### src/rtl/load_store_unit_if.sv
// load_store_unit_if: request/response handshake and word-memory bus of the load/store unit.
interface load_store_unit_if;
  logic        req_valid;
  logic        req_ready;
  logic        req_write;
  logic [1:0]  req_size;
  logic        req_signed;
  logic [31:0] req_addr;
  logic [31:0] req_wdata;
  logic        resp_valid;
  logic        resp_ready;
  logic [31:0] resp_rdata;
  logic        resp_err;
  logic [31:0] mem_addr;
  logic [31:0] mem_wdata;
  logic [3:0]  mem_wren;
  logic [31:0] mem_rdata;
  modport master (
    output req_valid, req_write, req_size, req_signed, req_addr, req_wdata, resp_ready, mem_rdata,
    input  req_ready, resp_valid, resp_rdata, resp_err, mem_addr, mem_wdata, mem_wren
  );
  modport slave (
    input  req_valid, req_write, req_size, req_signed, req_addr, req_wdata, resp_ready, mem_rdata,
    output req_ready, resp_valid, resp_rdata, resp_err, mem_addr, mem_wdata, mem_wren
  );
endinterface

### src/rtl/load_store_unit.sv
// load_store_unit: byte/half/word loads and stores onto a word-wide memory,
// sub-word stores done as read-modify-write.
module load_store_unit (
  input logic clk,
  input logic rst,
  load_store_unit_if.slave bus
);
  typedef enum logic [1:0] {IDLE, READ, WRITE, RESP} state_t;
  state_t      r_state, w_next;
  logic [31:0] r_addr, r_word, r_rdata;
  logic [15:0] r_wdata;
  logic [1:0]  r_size;
  logic        r_signed, r_write, r_err;
  logic        w_acc, w_err;
  logic [4:0]  w_bsh, w_hsh;
  logic [7:0]  w_byte;
  logic [15:0] w_half;
  logic [31:0] w_ext, w_mask, w_ins, w_merge;
  assign w_acc = bus.req_valid && r_state == IDLE;
  assign w_err = bus.req_size == 2'b11 || (bus.req_size == 2'b01 && bus.req_addr[0]) ||
                 (bus.req_size == 2'b10 && bus.req_addr[1:0] != 2'b00);
  assign w_bsh = {r_addr[1:0], 3'b000};
  assign w_hsh = {r_addr[1], 4'b0000};
  assign w_byte = 8'(bus.mem_rdata >> w_bsh);
  assign w_half = 16'(bus.mem_rdata >> w_hsh);
  assign w_ext = r_size == 2'b00 ? {{24{r_signed & w_byte[7]}}, w_byte} :
                 r_size == 2'b01 ? {{16{r_signed & w_half[15]}}, w_half} : bus.mem_rdata;
  assign w_mask = r_size == 2'b00 ? 32'h0000_00ff << w_bsh : 32'h0000_ffff << w_hsh;
  assign w_ins = r_size == 2'b00 ? {24'h0, r_wdata[7:0]} << w_bsh : {16'h0, r_wdata} << w_hsh;
  assign w_merge = (bus.mem_rdata & ~w_mask) | (w_ins & w_mask);
  always_ff @(posedge clk or posedge rst)
    if (rst) r_state <= IDLE;
    else     r_state <= w_next;
  always_comb begin
    w_next = r_state;
    case (r_state)
      IDLE:  if (bus.req_valid) w_next = w_err ? RESP : (bus.req_write && bus.req_size == 2'b10) ? WRITE : READ;
      READ:  w_next = r_write ? WRITE : RESP;
      WRITE: w_next = RESP;
      RESP:  if (bus.resp_ready) w_next = IDLE;
      default: w_next = IDLE;
    endcase
  end
  // r_word holds the full store word: req_wdata for word stores, the merged word after READ otherwise
  always_ff @(posedge clk or posedge rst)
    if (rst) begin
      r_addr   <= '0;
      r_wdata  <= '0;
      r_size   <= '0;
      r_signed <= 1'b0;
      r_write  <= 1'b0;
      r_word   <= '0;
      r_rdata  <= '0;
      r_err    <= 1'b0;
    end else if (w_acc) begin
      r_addr   <= bus.req_addr;
      r_wdata  <= bus.req_wdata[15:0];
      r_size   <= bus.req_size;
      r_signed <= bus.req_signed;
      r_write  <= bus.req_write;
      r_word   <= bus.req_wdata;
      r_rdata  <= '0;
      r_err    <= w_err;
    end else if (r_state == READ) begin
      if (r_write) r_word  <= w_merge;
      else         r_rdata <= w_ext;
    end
  assign bus.req_ready  = r_state == IDLE;
  assign bus.resp_valid = r_state == RESP;
  assign bus.resp_rdata = r_rdata;
  assign bus.resp_err   = r_err;
  assign bus.mem_addr   = (r_state == READ || r_state == WRITE) ? {r_addr[31:2], 2'b00} : 32'h0;
  assign bus.mem_wdata  = r_state == WRITE ? r_word : 32'h0;
  assign bus.mem_wren   = r_state == WRITE ? 4'hf : 4'h0;
endmodule

### src/flat_wrapper.sv
// flat-port wrapper written by rule: the top's interface ports become plain ports
module load_store_unit_flat 
  (clk, rst, bus_req_valid, bus_req_write, bus_req_size, bus_req_signed, bus_req_addr, bus_req_wdata, bus_resp_ready, bus_mem_rdata, bus_req_ready, bus_resp_valid, bus_resp_rdata, bus_resp_err, bus_mem_addr, bus_mem_wdata, bus_mem_wren);
  load_store_unit_if bus_i ();
  input logic clk;
  input logic rst;
  input wire logic [$bits(bus_i.req_valid)-1:0] bus_req_valid;
  input wire logic [$bits(bus_i.req_write)-1:0] bus_req_write;
  input wire logic [$bits(bus_i.req_size)-1:0] bus_req_size;
  input wire logic [$bits(bus_i.req_signed)-1:0] bus_req_signed;
  input wire logic [$bits(bus_i.req_addr)-1:0] bus_req_addr;
  input wire logic [$bits(bus_i.req_wdata)-1:0] bus_req_wdata;
  input wire logic [$bits(bus_i.resp_ready)-1:0] bus_resp_ready;
  input wire logic [$bits(bus_i.mem_rdata)-1:0] bus_mem_rdata;
  output wire logic [$bits(bus_i.req_ready)-1:0] bus_req_ready;
  output wire logic [$bits(bus_i.resp_valid)-1:0] bus_resp_valid;
  output wire logic [$bits(bus_i.resp_rdata)-1:0] bus_resp_rdata;
  output wire logic [$bits(bus_i.resp_err)-1:0] bus_resp_err;
  output wire logic [$bits(bus_i.mem_addr)-1:0] bus_mem_addr;
  output wire logic [$bits(bus_i.mem_wdata)-1:0] bus_mem_wdata;
  output wire logic [$bits(bus_i.mem_wren)-1:0] bus_mem_wren;
  assign bus_i.req_valid = bus_req_valid;
  assign bus_i.req_write = bus_req_write;
  assign bus_i.req_size = bus_req_size;
  assign bus_i.req_signed = bus_req_signed;
  assign bus_i.req_addr = bus_req_addr;
  assign bus_i.req_wdata = bus_req_wdata;
  assign bus_i.resp_ready = bus_resp_ready;
  assign bus_i.mem_rdata = bus_mem_rdata;
  assign bus_req_ready = bus_i.req_ready;
  assign bus_resp_valid = bus_i.resp_valid;
  assign bus_resp_rdata = bus_i.resp_rdata;
  assign bus_resp_err = bus_i.resp_err;
  assign bus_mem_addr = bus_i.mem_addr;
  assign bus_mem_wdata = bus_i.mem_wdata;
  assign bus_mem_wren = bus_i.mem_wren;
  load_store_unit u_core (.clk(clk), .rst(rst), .bus(bus_i));
endmodule
### config.mk
export PLATFORM = sky130hd
export DESIGN_NAME = load_store_unit_flat
export DESIGN_NICKNAME = d
export VERILOG_FILES = /design/src/rtl/load_store_unit_if.sv /design/src/rtl/load_store_unit.sv /design/src/flat_wrapper.sv
export SDC_FILE = /design/constraint.sdc
export NUM_CORES = 1
export LEC_CHECK = 0
export ABC_CLOCK_PERIOD_IN_PS = 4100
export CAP_MARGIN = 5
export CORE_ASPECT_RATIO = 2
export CORE_MARGIN = 1
export CORE_UTILIZATION = 42
export CTS_BUF_LIST = sky130_fd_sc_hd__clkbuf_16
export CTS_CLUSTER_DIAMETER = 150
export CTS_CLUSTER_SIZE = 8
export DETAILED_ROUTE_END_ITERATION = 10
export PLACE_DENSITY = 0.86
export SETUP_SLACK_MARGIN = 0.5
export SYNTH_ARGS = -nofsm -noshare
export SYNTH_HDL_FRONTEND = slang
export SYNTH_SLANG_ARGS = --single-unit
### constraint.sdc
create_clock -name clk -period 4.1 [get_ports clk]
set_clock_uncertainty 0.05 [all_clocks]
set_input_delay 0.82 -clock clk [delete_from_list [all_inputs] [get_ports clk]]
set_output_delay 0.82 -clock clk [all_outputs]
set_load 0.02 [all_outputs]
==> flow_metrics.env <==
export IMPL_status="complete, no violations"
export IMPL_fp_dieW_um=87.6
export IMPL_n_antenna_cell=0
export IMPL_layout_common_cells="204 x clkdlybuf4s50_1, 195 x nand2_1, 119 x dfrtp_1"
export IMPL_htreeDepth=4
export IMPL_power_frac_seq_pct=28.8
export IMPL_met1_usage_pct=30.8
export IMPL_nNetsFinal=979
export IMPL_vdd_drop_max_v=0.000431
export IMPL_rrSetupSlack_ns=1.51
export IMPL_synth_area_um2=6150
export IMPL_insertion_delay_ns=0.42
export IMPL_rows=62
export IMPL_cts_setup_buffers=0
export IMPL_wl_per_cell_um=19.4
export IMPL_tns_ns=0
export IMPL_p_sw_uw=2970
export IMPL_cts_tree="yes"
export IMPL_cts_root_buf="clkbuf_16"
export IMPL_cts_sinks=119
export IMPL_crit_type="flip-flop to primary output"
export IMPL_drtAntennaViolNets=0
export IMPL_dp_cells=1044
export IMPL_arrival_ns=2.53
export IMPL_ys_ff_latch=119
export IMPL_r2r_cells=7
export IMPL_syn_inst=690
export IMPL_cp_slowest_cell="ha_1"
export IMPL_hold_viol_final=0
export IMPL_die_h_um=173
export IMPL_met3_usage_pct=6.40
export IMPL_drc=0
export IMPL_end_kind="primary output"
export IMPL_path_cells="inv_1 -> ha_1 -> and2_1 -> clkdlybuf4s50_1"
export IMPL_synth_edff_count=0
export IMPL_ys_seq_area_share_pct=48.4
export IMPL_p_leak_uw=0.00394
export IMPL_finalCriticalPeriod_ns=3.40
export IMPL_tightest_slew_ns=0.943
export IMPL_antenna_found_initial=0
export IMPL_max_clock_path_buffers=2
export IMPL_routed_wl_um=20800
export IMPL_first_pass_iters=6
export IMPL_pin_count=207
export IMPL_critical_path_max_stage_delay_ns=0.78
export IMPL_coreArea_um2=14400
export IMPL_yosys_cell_types_count=47
export IMPL_met2_usage_pct=48.6
export IMPL_path_clk_slew_ns=0.06
export IMPL_synth_flop_cell="dfrtp_1"
export IMPL_async_flop_share_pct=100
export IMPL_hold_depth=2
export IMPL_worst_ep_required_time_ns=3.23
export IMPL_fmax_ghz=0.294
export IMPL_grt_max_degree=77
export IMPL_hold_path_class="flip-flop to flip-flop"
export IMPL_critPathTopFamily="adder cells"
export IMPL_gr_total_overflow=0
export IMPL_drt_initial_drc_count=535
export IMPL_grt_pass1_wl_um=32600
export IMPL_area_growth_pct=44.0
export IMPL_grt_total_usage_pct=29.0
export IMPL_yosys_area_top_type="dfrtp_1"
export IMPL_worstPathMaxFanout=31
export IMPL_num_vias=5925
export IMPL_power_frac_clock_pct=20.7
export IMPL_startpoint_type="flip-flop"
export IMPL_grt_busiest_layer="met2"
export IMPL_combPwrFrac_pct=50.5
export IMPL_vias_per_cell=5.51
export IMPL_place_congestion=0.871
export IMPL_synth_top_area_share_pct=48.4
export IMPL_ys_warn_count=0
export IMPL_p_int_uw=4240
export IMPL_grt_pass1_vias=6122
export IMPL_drv_cap=0
export IMPL_ctsHoldBuffers=0
export IMPL_cts_resized_gates=0
export IMPL_slew_viol_final=0
export IMPL_place_detailed_hpwl_um=14700
export IMPL_switching_share_pct=41.1
export IMPL_crit_cells=4
export IMPL_start_util_pct=42.9
export IMPL_timing_final_ws_setup_ns=0.697
export IMPL_cts_buffers=17
export IMPL_final_common_cell="clkdlybuf4s50_1"
export IMPL_rsz0062_at_grt="false"
export IMPL_dp_slack_ns=1.04
export IMPL_synth_area_leaders="dfrtp_1 48%, nand2_1 12%, and2_1 7.2%"
export IMPL_fin_cells=1075
export IMPL_die_area_um2=15200
export IMPL_drive_gt1_share_pct=6.57
export IMPL_path_buf_inv=2
export IMPL_post_route_period_util_pct=83.0
export IMPL_avgSynthCellArea_um2=8.91
export IMPL_slew_headroom_pct=37.1
export IMPL_pwr_density_cell_nw_per_um2=814
export IMPL_io_buffers=204
export IMPL_setup_violations=0
==> area by class of cell <==
type                    count  area (um2)
multi-input cells         505        2870
flip-flops and latches    119        2980
clock inverters            14         160
well taps                 192         240
clock buffers              17         425
inverters                  14        56.3
repair buffers            214        2130
fillers                  1194        5500
==> worst paths after layout <==
kind                                     from                   endpoint
max                         u_core.r_state[0]           bus_mem_addr[25]
min                        u_core.r_wdata[15]         u_core.r_wdata[15]
max reg2reg                 u_core.r_state[0]  u_core.bus.resp_rdata[25]
min reg2reg                u_core.r_wdata[15]         u_core.r_wdata[15]
max in group asynchronous                 rst          u_core.r_addr[31]
min in group asynchronous                 rst          u_core.r_word[20]
==> through the flow <==
| step | utilization [%] | total power [uW] | instance area (um2) | hold slack (ns) |
|---|---|---|---|---|
| 3_3_place_gp | 57.6 | 5590 | 8270 | 0.398 |
| 4_1_cts | 61.7 | 7210 | 8860 | 0.417 |
| 6_report | 61.7 | 7210 | 8860 | 0.417 |
| 5_1_grt | 61.7 | 7640 | 8860 | 0.437 |
| 3_5_place_dp | 57.6 | 5680 | 8270 | 0.404 |
| 2_1_floorplan | - | 4290 | 6160 | 0.387 |
==> cells in the mapped netlist (all sizes together), types with 11 or more instances <==
| library cell | instances |
|---|---|
| a21oi | 23 |
| a22oi | 17 |
| and2 | 72 |
| buf | 26 |
| clkbuf | 27 |
| dfrtp | 119 |
| inv | 14 |
| mux2i | 16 |
| nand2 | 196 |
| nand3 | 11 |
| nor2 | 14 |
| nor2b | 19 |
| nor3 | 18 |
| o211ai | 14 |
| o21ai | 45 |
==> kinds of logic after synthesis <==
family,after synthesis,synth area share [%]
compound gates,130,13.8
fa+ha+maj,4,0.814
buf+inv,67,5.19
flops,119,48.4
mux,24,5.35
other cells,1,0.0610
simple gates,345,26.4
==> metal layers <==
metal / vias to the layer above / routed length (um)
met4: 0 / 1600
met1: 2786 / 6980
met2: 354 / 10700
met3: 100 / 1480
li1: 2685 / -
met5: - / 0
==> registers in the layout, indices dropped and copies added, names as in the netlist <==
name and cells:
u_core.r_word 32, u_core.r_write 1, u_core.r_size 2, u_core.bus.resp_rdata 32, u_core.r_addr 32, u_core.r_signed 1
u_core.r_wdata 16, u_core.r_state 2, u_core.bus.resp_err 1
==> worst register-to-register path, stage by stage, from the launching register on <==
cell and delay (ns):
dfrtp_1 0.40, inv_1 0.09, ha_1 0.31, and2_2 0.41, nor2_2 0.75, buf_4 0.33
nand2_1 0.09, o21ai_0 0.07
==> power by group through the flow <==
stage                     Sequential (uW)  Clock, uW  Combinational [uW]
after floorplan                      2050          0                2240
after global placement               2060          0                3530
after detailed placement             2070          0                3610
after CTS                            2060       1510                3640
after global routing                 2130       1560                3940
final                                2070       1490                3640
(Power assumes the default switching activity.)
